`src/rtl/uart_rx_frame_if.sv`:
```
// uart_rx_frame_if: host/line bundle for the UART receive framer.
// master = line + host side, slave = framer.
interface uart_rx_frame_if #(
  parameter int K_W = 19
);
  logic           rx;
  logic [K_W-1:0] baud_k;
  logic           eight;
  logic           pen;
  logic           ohel;
  logic           rd_ack;
  logic [7:0]     rx_data;
  logic           rx_rdy;
  logic           perr;
  logic           ferr;
  logic           ovf;

  modport master (
    output rx,
    output baud_k,
    output eight,
    output pen,
    output ohel,
    output rd_ack,
    input  rx_data,
    input  rx_rdy,
    input  perr,
    input  ferr,
    input  ovf
  );

  modport slave (
    input  rx,
    input  baud_k,
    input  eight,
    input  pen,
    input  ohel,
    input  rd_ack,
    output rx_data,
    output rx_rdy,
    output perr,
    output ferr,
    output ovf
  );
endinterface

```
`src/rtl/uart_rx_frame.sv`:
```
// uart_rx_frame: UART receive framer, 7/8 data bits, optional parity.
// Build option RX_MAJORITY_EN: 3-sample majority vote per bit sample.
module uart_rx_frame #(
  parameter int K_W    = 19,
  parameter int DATA_W = 8
) (
  input  logic           clk,
  input  logic           reset,
  uart_rx_frame_if.slave bus
);

  typedef enum logic [1:0] {
    IDLE,
    START,
    SHIFT,
    DONE
  } state_t;

  state_t r_state;

  logic r_meta;
  logic r_rxs;

  logic [K_W-1:0] r_timer;
  logic [K_W-1:0] r_k;
  logic           r_eight;
  logic           r_pen;
  logic           r_ohel;

  logic              r_armed;
  logic [3:0]        r_bcnt;
  logic [DATA_W-1:0] r_shift;
  logic              r_par;

  logic [7:0] r_data;
  logic       r_rdy;
  logic       r_perr;
  logic       r_ferr;
  logic       r_ovf;

  logic       w_rxs;
  logic       w_samp;
  logic       w_btu;
  logic [3:0] w_ndata;
  logic [3:0] w_last;
  logic       w_is_data;
  logic       w_is_stop;
  logic [7:0] w_data;
  logic       w_perr;

  assign w_rxs = r_rxs;

  // two-flop synchronizer, idles high
  always_ff @(posedge clk or negedge reset) begin
    if (!reset) begin
      r_meta <= 1'b1;
      r_rxs  <= 1'b1;
    end else begin
      r_meta <= bus.rx;
      r_rxs  <= r_meta;
    end
  end

`ifdef RX_MAJORITY_EN
  logic r_h1;
  logic r_h2;

  // last two synchronized samples for the vote
  always_ff @(posedge clk or negedge reset) begin
    if (!reset) begin
      r_h1 <= 1'b1;
      r_h2 <= 1'b1;
    end else begin
      r_h1 <= w_rxs;
      r_h2 <= r_h1;
    end
  end

  assign w_samp = (w_rxs & r_h1)
                | (w_rxs & r_h2)
                | (r_h1  & r_h2);
`else
  assign w_samp = w_rxs;
`endif

  assign w_btu = (r_timer == K_W'(1));

  assign w_ndata = r_eight ? 4'd8 : 4'd7;
  assign w_last  = w_ndata
                 + {3'd0, r_pen}
                 + 4'd1;

  assign w_is_data = (r_bcnt <= w_ndata);
  assign w_is_stop = (r_bcnt == w_last);

  // 7-bit frames land in [7:1]; right-justify
  assign w_data = r_eight
                ? r_shift[7:0]
                : {1'b0, r_shift[7:1]};

  assign w_perr = r_pen
                & (r_par != ((^w_data) ^ r_ohel));

  // frame FSM with bit timer, bit counter and host flags
  always_ff @(posedge clk or negedge reset) begin
    if (!reset) begin
      r_state <= IDLE;
      r_timer <= '0;
      r_k     <= '0;
      r_eight <= 1'b0;
      r_pen   <= 1'b0;
      r_ohel  <= 1'b0;
      r_armed <= 1'b1;
      r_bcnt  <= '0;
      r_shift <= '0;
      r_par   <= 1'b0;
      r_data  <= '0;
      r_rdy   <= 1'b0;
      r_perr  <= 1'b0;
      r_ferr  <= 1'b0;
      r_ovf   <= 1'b0;
    end else begin
      if (bus.rd_ack) begin
        r_rdy <= 1'b0;
        r_ovf <= 1'b0;
      end
      unique case (r_state)
        IDLE: begin
          r_bcnt  <= '0;
          r_timer <= '0;
          if (w_rxs) begin
            r_armed <= 1'b1;
          end else if (r_armed) begin
            r_armed <= 1'b0;
            r_k     <= bus.baud_k;
            r_eight <= bus.eight;
            r_pen   <= bus.pen;
            r_ohel  <= bus.ohel;
            r_timer <= bus.baud_k >> 1;
            r_shift <= '0;
            r_par   <= 1'b0;
            r_state <= START;
          end
        end
        START: begin
          if (w_btu) begin
            if (w_samp) begin
              r_armed <= 1'b1;
              r_timer <= '0;
              r_state <= IDLE;
            end else begin
              r_timer <= r_k;
              r_bcnt  <= 4'd1;
              r_state <= SHIFT;
            end
          end else begin
            r_timer <= r_timer - K_W'(1);
          end
        end
        SHIFT: begin
          if (w_btu) begin
            r_timer <= r_k;
            r_bcnt  <= r_bcnt + 4'd1;
            if (w_is_stop) begin
              r_data  <= w_data;
              r_perr  <= w_perr;
              r_ferr  <= ~w_samp;
              r_rdy   <= 1'b1;
              r_ovf   <= r_rdy & ~bus.rd_ack;
              r_state <= DONE;
            end else if (w_is_data) begin
              r_shift <= {w_samp,
                          r_shift[DATA_W-1:1]};
            end else begin
              r_par <= w_samp;
            end
          end else begin
            r_timer <= r_timer - K_W'(1);
          end
        end
        DONE: begin
          // a line still low here (break) must rise before rearming
          r_armed <= w_rxs;
          r_bcnt  <= '0;
          r_timer <= '0;
          r_state <= IDLE;
        end
        default: begin
          r_state <= IDLE;
        end
      endcase
    end
  end

  assign bus.rx_data = r_data;
  assign bus.rx_rdy  = r_rdy;
  assign bus.perr    = r_perr;
  assign bus.ferr    = r_ferr;
  assign bus.ovf     = r_ovf;

endmodule

```
`src/flat_wrapper.sv`:
```
// flat-port wrapper written by rule: the top's interface ports become plain ports
module uart_rx_frame_flat 
#(
  parameter int K_W    = 19,
  parameter int DATA_W = 8
)
  (clk, reset, bus_rx, bus_baud_k, bus_eight, bus_pen, bus_ohel, bus_rd_ack, bus_rx_data, bus_rx_rdy, bus_perr, bus_ferr, bus_ovf);
  uart_rx_frame_if #(.K_W(K_W)) bus_i ();
  input  logic clk;
  input  logic reset;
  input wire logic [$bits(bus_i.rx)-1:0] bus_rx;
  input wire logic [$bits(bus_i.baud_k)-1:0] bus_baud_k;
  input wire logic [$bits(bus_i.eight)-1:0] bus_eight;
  input wire logic [$bits(bus_i.pen)-1:0] bus_pen;
  input wire logic [$bits(bus_i.ohel)-1:0] bus_ohel;
  input wire logic [$bits(bus_i.rd_ack)-1:0] bus_rd_ack;
  output wire logic [$bits(bus_i.rx_data)-1:0] bus_rx_data;
  output wire logic [$bits(bus_i.rx_rdy)-1:0] bus_rx_rdy;
  output wire logic [$bits(bus_i.perr)-1:0] bus_perr;
  output wire logic [$bits(bus_i.ferr)-1:0] bus_ferr;
  output wire logic [$bits(bus_i.ovf)-1:0] bus_ovf;
  assign bus_i.rx = bus_rx;
  assign bus_i.baud_k = bus_baud_k;
  assign bus_i.eight = bus_eight;
  assign bus_i.pen = bus_pen;
  assign bus_i.ohel = bus_ohel;
  assign bus_i.rd_ack = bus_rd_ack;
  assign bus_rx_data = bus_i.rx_data;
  assign bus_rx_rdy = bus_i.rx_rdy;
  assign bus_perr = bus_i.perr;
  assign bus_ferr = bus_i.ferr;
  assign bus_ovf = bus_i.ovf;
  uart_rx_frame #(.K_W(K_W), .DATA_W(DATA_W)) u_core (.clk(clk), .reset(reset), .bus(bus_i));
endmodule
```
`config.mk`:
```
export PLATFORM = sky130hd
export DESIGN_NAME = uart_rx_frame_flat
export DESIGN_NICKNAME = d
export VERILOG_FILES = /design/src/rtl/uart_rx_frame_if.sv /design/src/rtl/uart_rx_frame.sv /design/src/flat_wrapper.sv
export SDC_FILE = /design/constraint.sdc
export NUM_CORES = 1
export LEC_CHECK = 0
export BUFFER_PORTS_ARGS = -buffer_cell sky130_fd_sc_hd__buf_2
export CAP_MARGIN = 40
export CORE_ASPECT_RATIO = 0.8
export CORE_MARGIN = 2
export CORE_UTILIZATION = 55
export CTS_BUF_LIST = sky130_fd_sc_hd__clkbuf_8
export DETAILED_ROUTE_END_ITERATION = 6
export PLACE_DENSITY = 0.82
export RECOVER_POWER = 25
export SYNTH_ARGS = -nofsm -noshare
export SYNTH_HDL_FRONTEND = slang
export SYNTH_SLANG_ARGS = --single-unit
export TNS_END_PERCENT = 1
```
`constraint.sdc`:
```
create_clock -name clk -period 2.3 [get_ports clk]
set_input_delay 0.69 -clock clk [delete_from_list [all_inputs] [get_ports clk]]
set_output_delay 0.69 -clock clk [all_outputs]
set_load 0.05 [all_outputs]
```
Word-level counts from Yosys, hierarchy flattened

Cells that the tools add are included.

Output and inout bits: 12
Logic and storage cells: 98
Input bits: 26
Register bits: 71

Reduce and logical (&&, ||, !) cells: 12
Mux-type cells: 43
Bitwise gates (word level): 5
Order comparisons: 1
$add $sub $neg: 4
Eq/ne operators: 16

Operators by type and width:

| operator              | number |
|---|---|
| $mux 19               | 4 |
| $pmux 19 s4           | 1 |
| $mux 8                | 6 |
| $eq 19x1->1 const B   | 1 |
| $sub 19x1->19 const B | 1 |
| $mux 18               | 1 |
| $mux 1                | 16 |
| $mux 4                | 4 |
| $pmux 8 s2            | 1 |
| $mux 2                | 6 |
| $ne 2x1->1 const B    | 6 |
| $pmux 4 s3            | 1 |
| $reduce_and 3->1      | 4 |
| $reduce_and 6->1      | 2 |
| $add 4x1->4 const B   | 2 |
| $ne 2x2->1 const B    | 4 |
| $pmux 2 s4            | 1 |
| $reduce_xor 8->1      | 1 |
| $reduce_and 5->1      | 1 |
| $add 4x1->4           | 1 |
| $eq 2x2->1 const B    | 2 |
| $eq 4x4->1            | 1 |
| $le 4x4->1            | 1 |
| $pmux 1 s3            | 1 |
| other kinds (10)      | 12 |

Longest topological paths before layout

Word-level depth: 7
Depth in mapped cells: 10
Depth with buffers taken out: 7

Worst setup path after synthesis

OpenSTA, ideal clock, no wires.

Kind: register to register
Start: reg u_core.r_eight
End: reg u_core.r_shift[1]
Path slack: 0.211 ns
Buffers on the path: 1
Required time: 2.175 ns
Clock period less this slack: 2.089 ns
Stages on the path, launching flop included: 9
Setup time: 0.125 ns
Arrival: 1.964 ns
Cell sequence: dfrtp_1 clkbuf_1 inv_1 ha_1 nand4_1 o21ai_0 a21o_2 nand4b_4 mux2_4

Word-level cells in the longest chain between the ends: 6
Elaborated cells between the ends (all ways): 8
Classes of those cells: add/sub (2); order compare (1); eq/ne (3); mux (1); reduce/logical (1)

Ends and longest elaborated chain:

| element                        | line                 | text |
|---|---|---|
| from (decl)                    | uart_rx_frame.sv:26  | `logic r_eight;` |
| from (signal assigned)         | uart_rx_frame.sv:136 | `r_eight <= bus.eight;` |
| $mux 4 (*)                     | uart_rx_frame.sv:88  | `assign w_ndata = r_eight ? 4'd8 : 4'd7;` |
| $add 4x1->4                    | uart_rx_frame.sv:90  | `+ {3'd0, r_pen}` |
| $add 4x1->4                    | uart_rx_frame.sv:91  | `+ 4'd1;` |
| $eq 4x4->1                     | uart_rx_frame.sv:94  | `assign w_is_stop = (r_bcnt == w_last);` |
| $ne 2x2->1 (no line)           | n/a                  |  |
| $reduce_and 6->1 (no line) (*) | n/a                  |  |
| to (signal assigned)           | uart_rx_frame.sv:172 | `r_shift <= {w_samp,` |
| to (decl)                      | uart_rx_frame.sv:32  | `logic [DATA_W-1:0] r_shift;` |

Every way passes the cells marked *; elsewhere a longest branch is shown, timed or not.
A chain may end at the register's enable or synchronous reset.

Worst setup path after layout

Start: reg u_core.r_pen
End: reg u_core.r_shift[2]

Word-level cells in the longest chain between the ends: 5

Ends and longest elaborated chain:

| element                    | line                 | text |
|---|---|---|
| from (decl)                | uart_rx_frame.sv:27  | `logic r_pen;` |
| from (signal assigned)     | uart_rx_frame.sv:137 | `r_pen <= bus.pen;` |
| $add 4x1->4                | uart_rx_frame.sv:90  |  |
| $add 4x1->4                | uart_rx_frame.sv:91  |  |
| $eq 4x4->1                 | uart_rx_frame.sv:94  |  |
| $ne 2x2->1 (no line)       | n/a                  |  |
| $reduce_and 6->1 (no line) | n/a                  |  |

Every way passes these cells.

==> results.json <==
{
  "cts-root-buf": "clkbuf_8",
  "core.rowCount": 27,
  "fmax_mhz": 467,
  "ys_types": 62,
  "cp-end-kind": "flip-flop",
  "synthTopCellsByCount": "dfrtp_1 (68), mux2_2 (30), o21ai_0 (26), nand2_1 (16)",
  "grt-ovfl-total": 0,
  "area_growth_pct": 12.6,
  "drtPass1Iterations": 5,
  "cts_sinks": 71,
  "p_leak_nw": 2.06,
  "vias_per_cell": 5.97,
  "finalHoldViolations": 0,
  "clk_latency_ps": 360,
  "grt_antenna_before_repair": 0,
  "cts_tree": "yes",
  "drtAntennaViolNets": 0,
  "synthTopCellsByArea": "dfrtp_1 (43%), mux2_2 (8.6%), ha_1 (4.5%)",
  "synthesis.area_sq_um": 3940,
  "path_cells": "inv_1 -> ha_1 -> nor4bb_1 -> a21oi_1 -> or2_2 -> nand4b_4 -> mux2_4",
  "power_mw": 4.91,
  "max_slew_margin_pct": 23.8,
  "netlist.area_leader.share_pct": 43.2,
  "final_nets": 434,
  "rrSetupSlack_ps": 160,
  "dieArea_sq_um": 7850,
  "clk_path_buf_depth": 2,
  "first_iter_violations": 284,
  "synth-edff-count": 0,
  "clk_pin_slew_worst_paths_ps": 70,
  "start_util_pct": 57.1,
  "cts_buffers": 9,
  "crit_type": "reg -> reg",
  "power_density_nw_per_um2": 1110,
  "drive_above_1_share_pct": 30.1,
  "synth.avg_cell_area_sq_um": 11.4,
  "grt_pass1_vias": 2841,
  "core_area_sq_um": 6890,
  "fin_hold_ws_ps": 358,
  "max-cap-violations": 0,
  "postCtsSetupRepairBufs": 0,
  "io_pins": 38,
  "fin_skew_ps": 13.7,
  "timing.setup.tns_ps": 0,
  "synth-main-ff-cell": "dfrtp_1",
  "setup_ws_ps": 158,
  "n_antenna_cell": 0,
  "cp-start-kind": "flip-flop",
  "cts_resized": 0,
  "ctsHoldBuffers": 0,
  "netlist_instances": 346,
  "die_height_um": 79.7,
  "fin_crit_ps": 2140,
  "io_buffers": 37,
  "synth_warnings": 0,
  "dieWidth_um": 98.6,
  "h-tree-depth": 3,
  "totalWireLength_mm": 8.33,
  "final_max_slew_viol_count": 0,
  "async_flop_share_pct": 100,
  "worstMarginPinSlew_ps": 1140,
  "place_congestion": 0.873,
  "grt_pass1_wl_mm": 14.2,
  "drcViolationCount": 0,
  "cp_slowest_cell": "or2_2",
  "crit_path_max_fanout": 7,
  "run_status": "complete, no violations",
  "grt_max_degree": 28,
  "synth_nets": 386,
  "layout_worst_path_cycle_share_pct": 93.1,
  "slowest_delay_ps": 390,
  "cp.arrival_ps": 2380,
  "avgRoutedWirePerCell_um": 17.1,
  "crit_required_ps": 2530,
  "yosysMostFrequentCell": "dfrtp_1",
  "yosys.area.top_type": "dfrtp_1",
  "ys_seq_area_share_pct": 45.2,
  "hp-class": "reg -> reg",
  "setup_viol": 0,
  "vias": 2901,
  "vdd_drop_max_mv": 0.716,
  "grt_setup_unrepaired": "false",
  "dp_worst_setup_slack_ps": 135,
  "grt_util_all_layers_pct": 23.1,
  "ys_ff_latch": 71,
  "dpl.hpwl_mm": 6.10
}
-- metal layers --
layer  up-vias  GRT usage, %  wire (um)
met3        20          4.73        434
met2        97          33.4       3720
met4         0          9.04        179
met1      1427          34.3       3990
met5         -             0          0
li1       1357             -          -
-- final timing paths --
kind                                from                     to  cells past startpoint
setup reg to reg            u_core.r_pen      u_core.r_shift[2]                      7
hold reg to reg            u_core.r_meta           u_core.r_rxs                      0
setup / recovery            u_core.r_pen      u_core.r_shift[2]                      7
max in group asynchronous          reset  u_core.bus.rx_data[7]                      2
hold / removal             u_core.r_meta           u_core.r_rxs                      0
min in group asynchronous          reset          u_core.r_k[7]                      1
-- logic make-up (layout without fill, tap and decap cells) --
logic type | Yosys count | in the layout | share of synthesized area [%]
AOI/OAI and AO/OA | 77 | 77 | 12.9
xor gates and xnor gates | 24 | 24 | 5.69
adders and majority gates | 14 | 14 | 4.45
buffers and inverters | 28 | 81 | 3.53
DFF | 71 | 71 | 45.2
muxes | 46 | 46 | 13.6
and+or+nand+nor | 86 | 86 | 14.6
-- cell usage in the layout, fill, tap and decap left out, types with 12 or more instances in the layout --
cell / n
buf_4: 13
a22oi_1: 15
buf_2: 36
dfrtp_1: 68
xor2_1: 12
nand2_1: 16
ha_1: 13
inv_1: 17
o21ai_0: 26
nor2_1: 15
mux2_2: 30
-- flip-flops by register name, indices dropped and copies added (netlist names), named ones only --
signal              count
u_core.r_bcnt           4
u_core.bus.ovf          1
u_core.r_k             19
u_core.r_eight          1
u_core.bus.rx_data      8
u_core.r_armed          1
u_core.r_rxs            1
u_core.r_ohel           1
u_core.r_state          1
u_core.r_par            1
u_core.r_pen            1
u_core.r_meta           1
u_core.bus.rx_rdy       1
u_core.r_shift          8
u_core.bus.ferr         1
u_core.bus.perr         1
u_core.r_timer         19
-- worst max-delay path: cells and delay by family (launching register included) --
kind,cells,cell delay [ps]
AND/OR/NAND/NOR,3,920
flip-flops,1,380
multiplexers,1,330
AO/OA/AOI/OAI,1,180
adder cells (fa/ha/maj),1,160
buffers and inverters,1,60
-- power by group --
part           switching, mW  leakage, nW  internal [mW]  total [mW]
combinational           1.17         1.05          0.942        2.11
clock                  0.457       0.0990          0.487       0.944
sequential             0.270        0.914           1.59        1.86
-- cell type report --
cell class / count / area [sq um]
fillers: 536 / 2460
multi-input cells: 247 / 2020
flip-flops and latches: 71 / 1780
repair buffers: 51 / 287
clock buffers: 9 / 124
well taps: 87 / 109
clock inverters: 7 / 61.3
inverters: 14 / 52.6
-- through the flow --
step           area [sq um]  std cells  utilization (%)
2_1_floorplan          3940        346                -
3_3_place_gp           4260        470             61.8
3_5_place_dp           4260        470             61.8
4_1_cts                4450        486             64.5
5_1_grt                4430        486             64.3
6_report               4430        486             64.3
(Power assumes the default switching activity.)
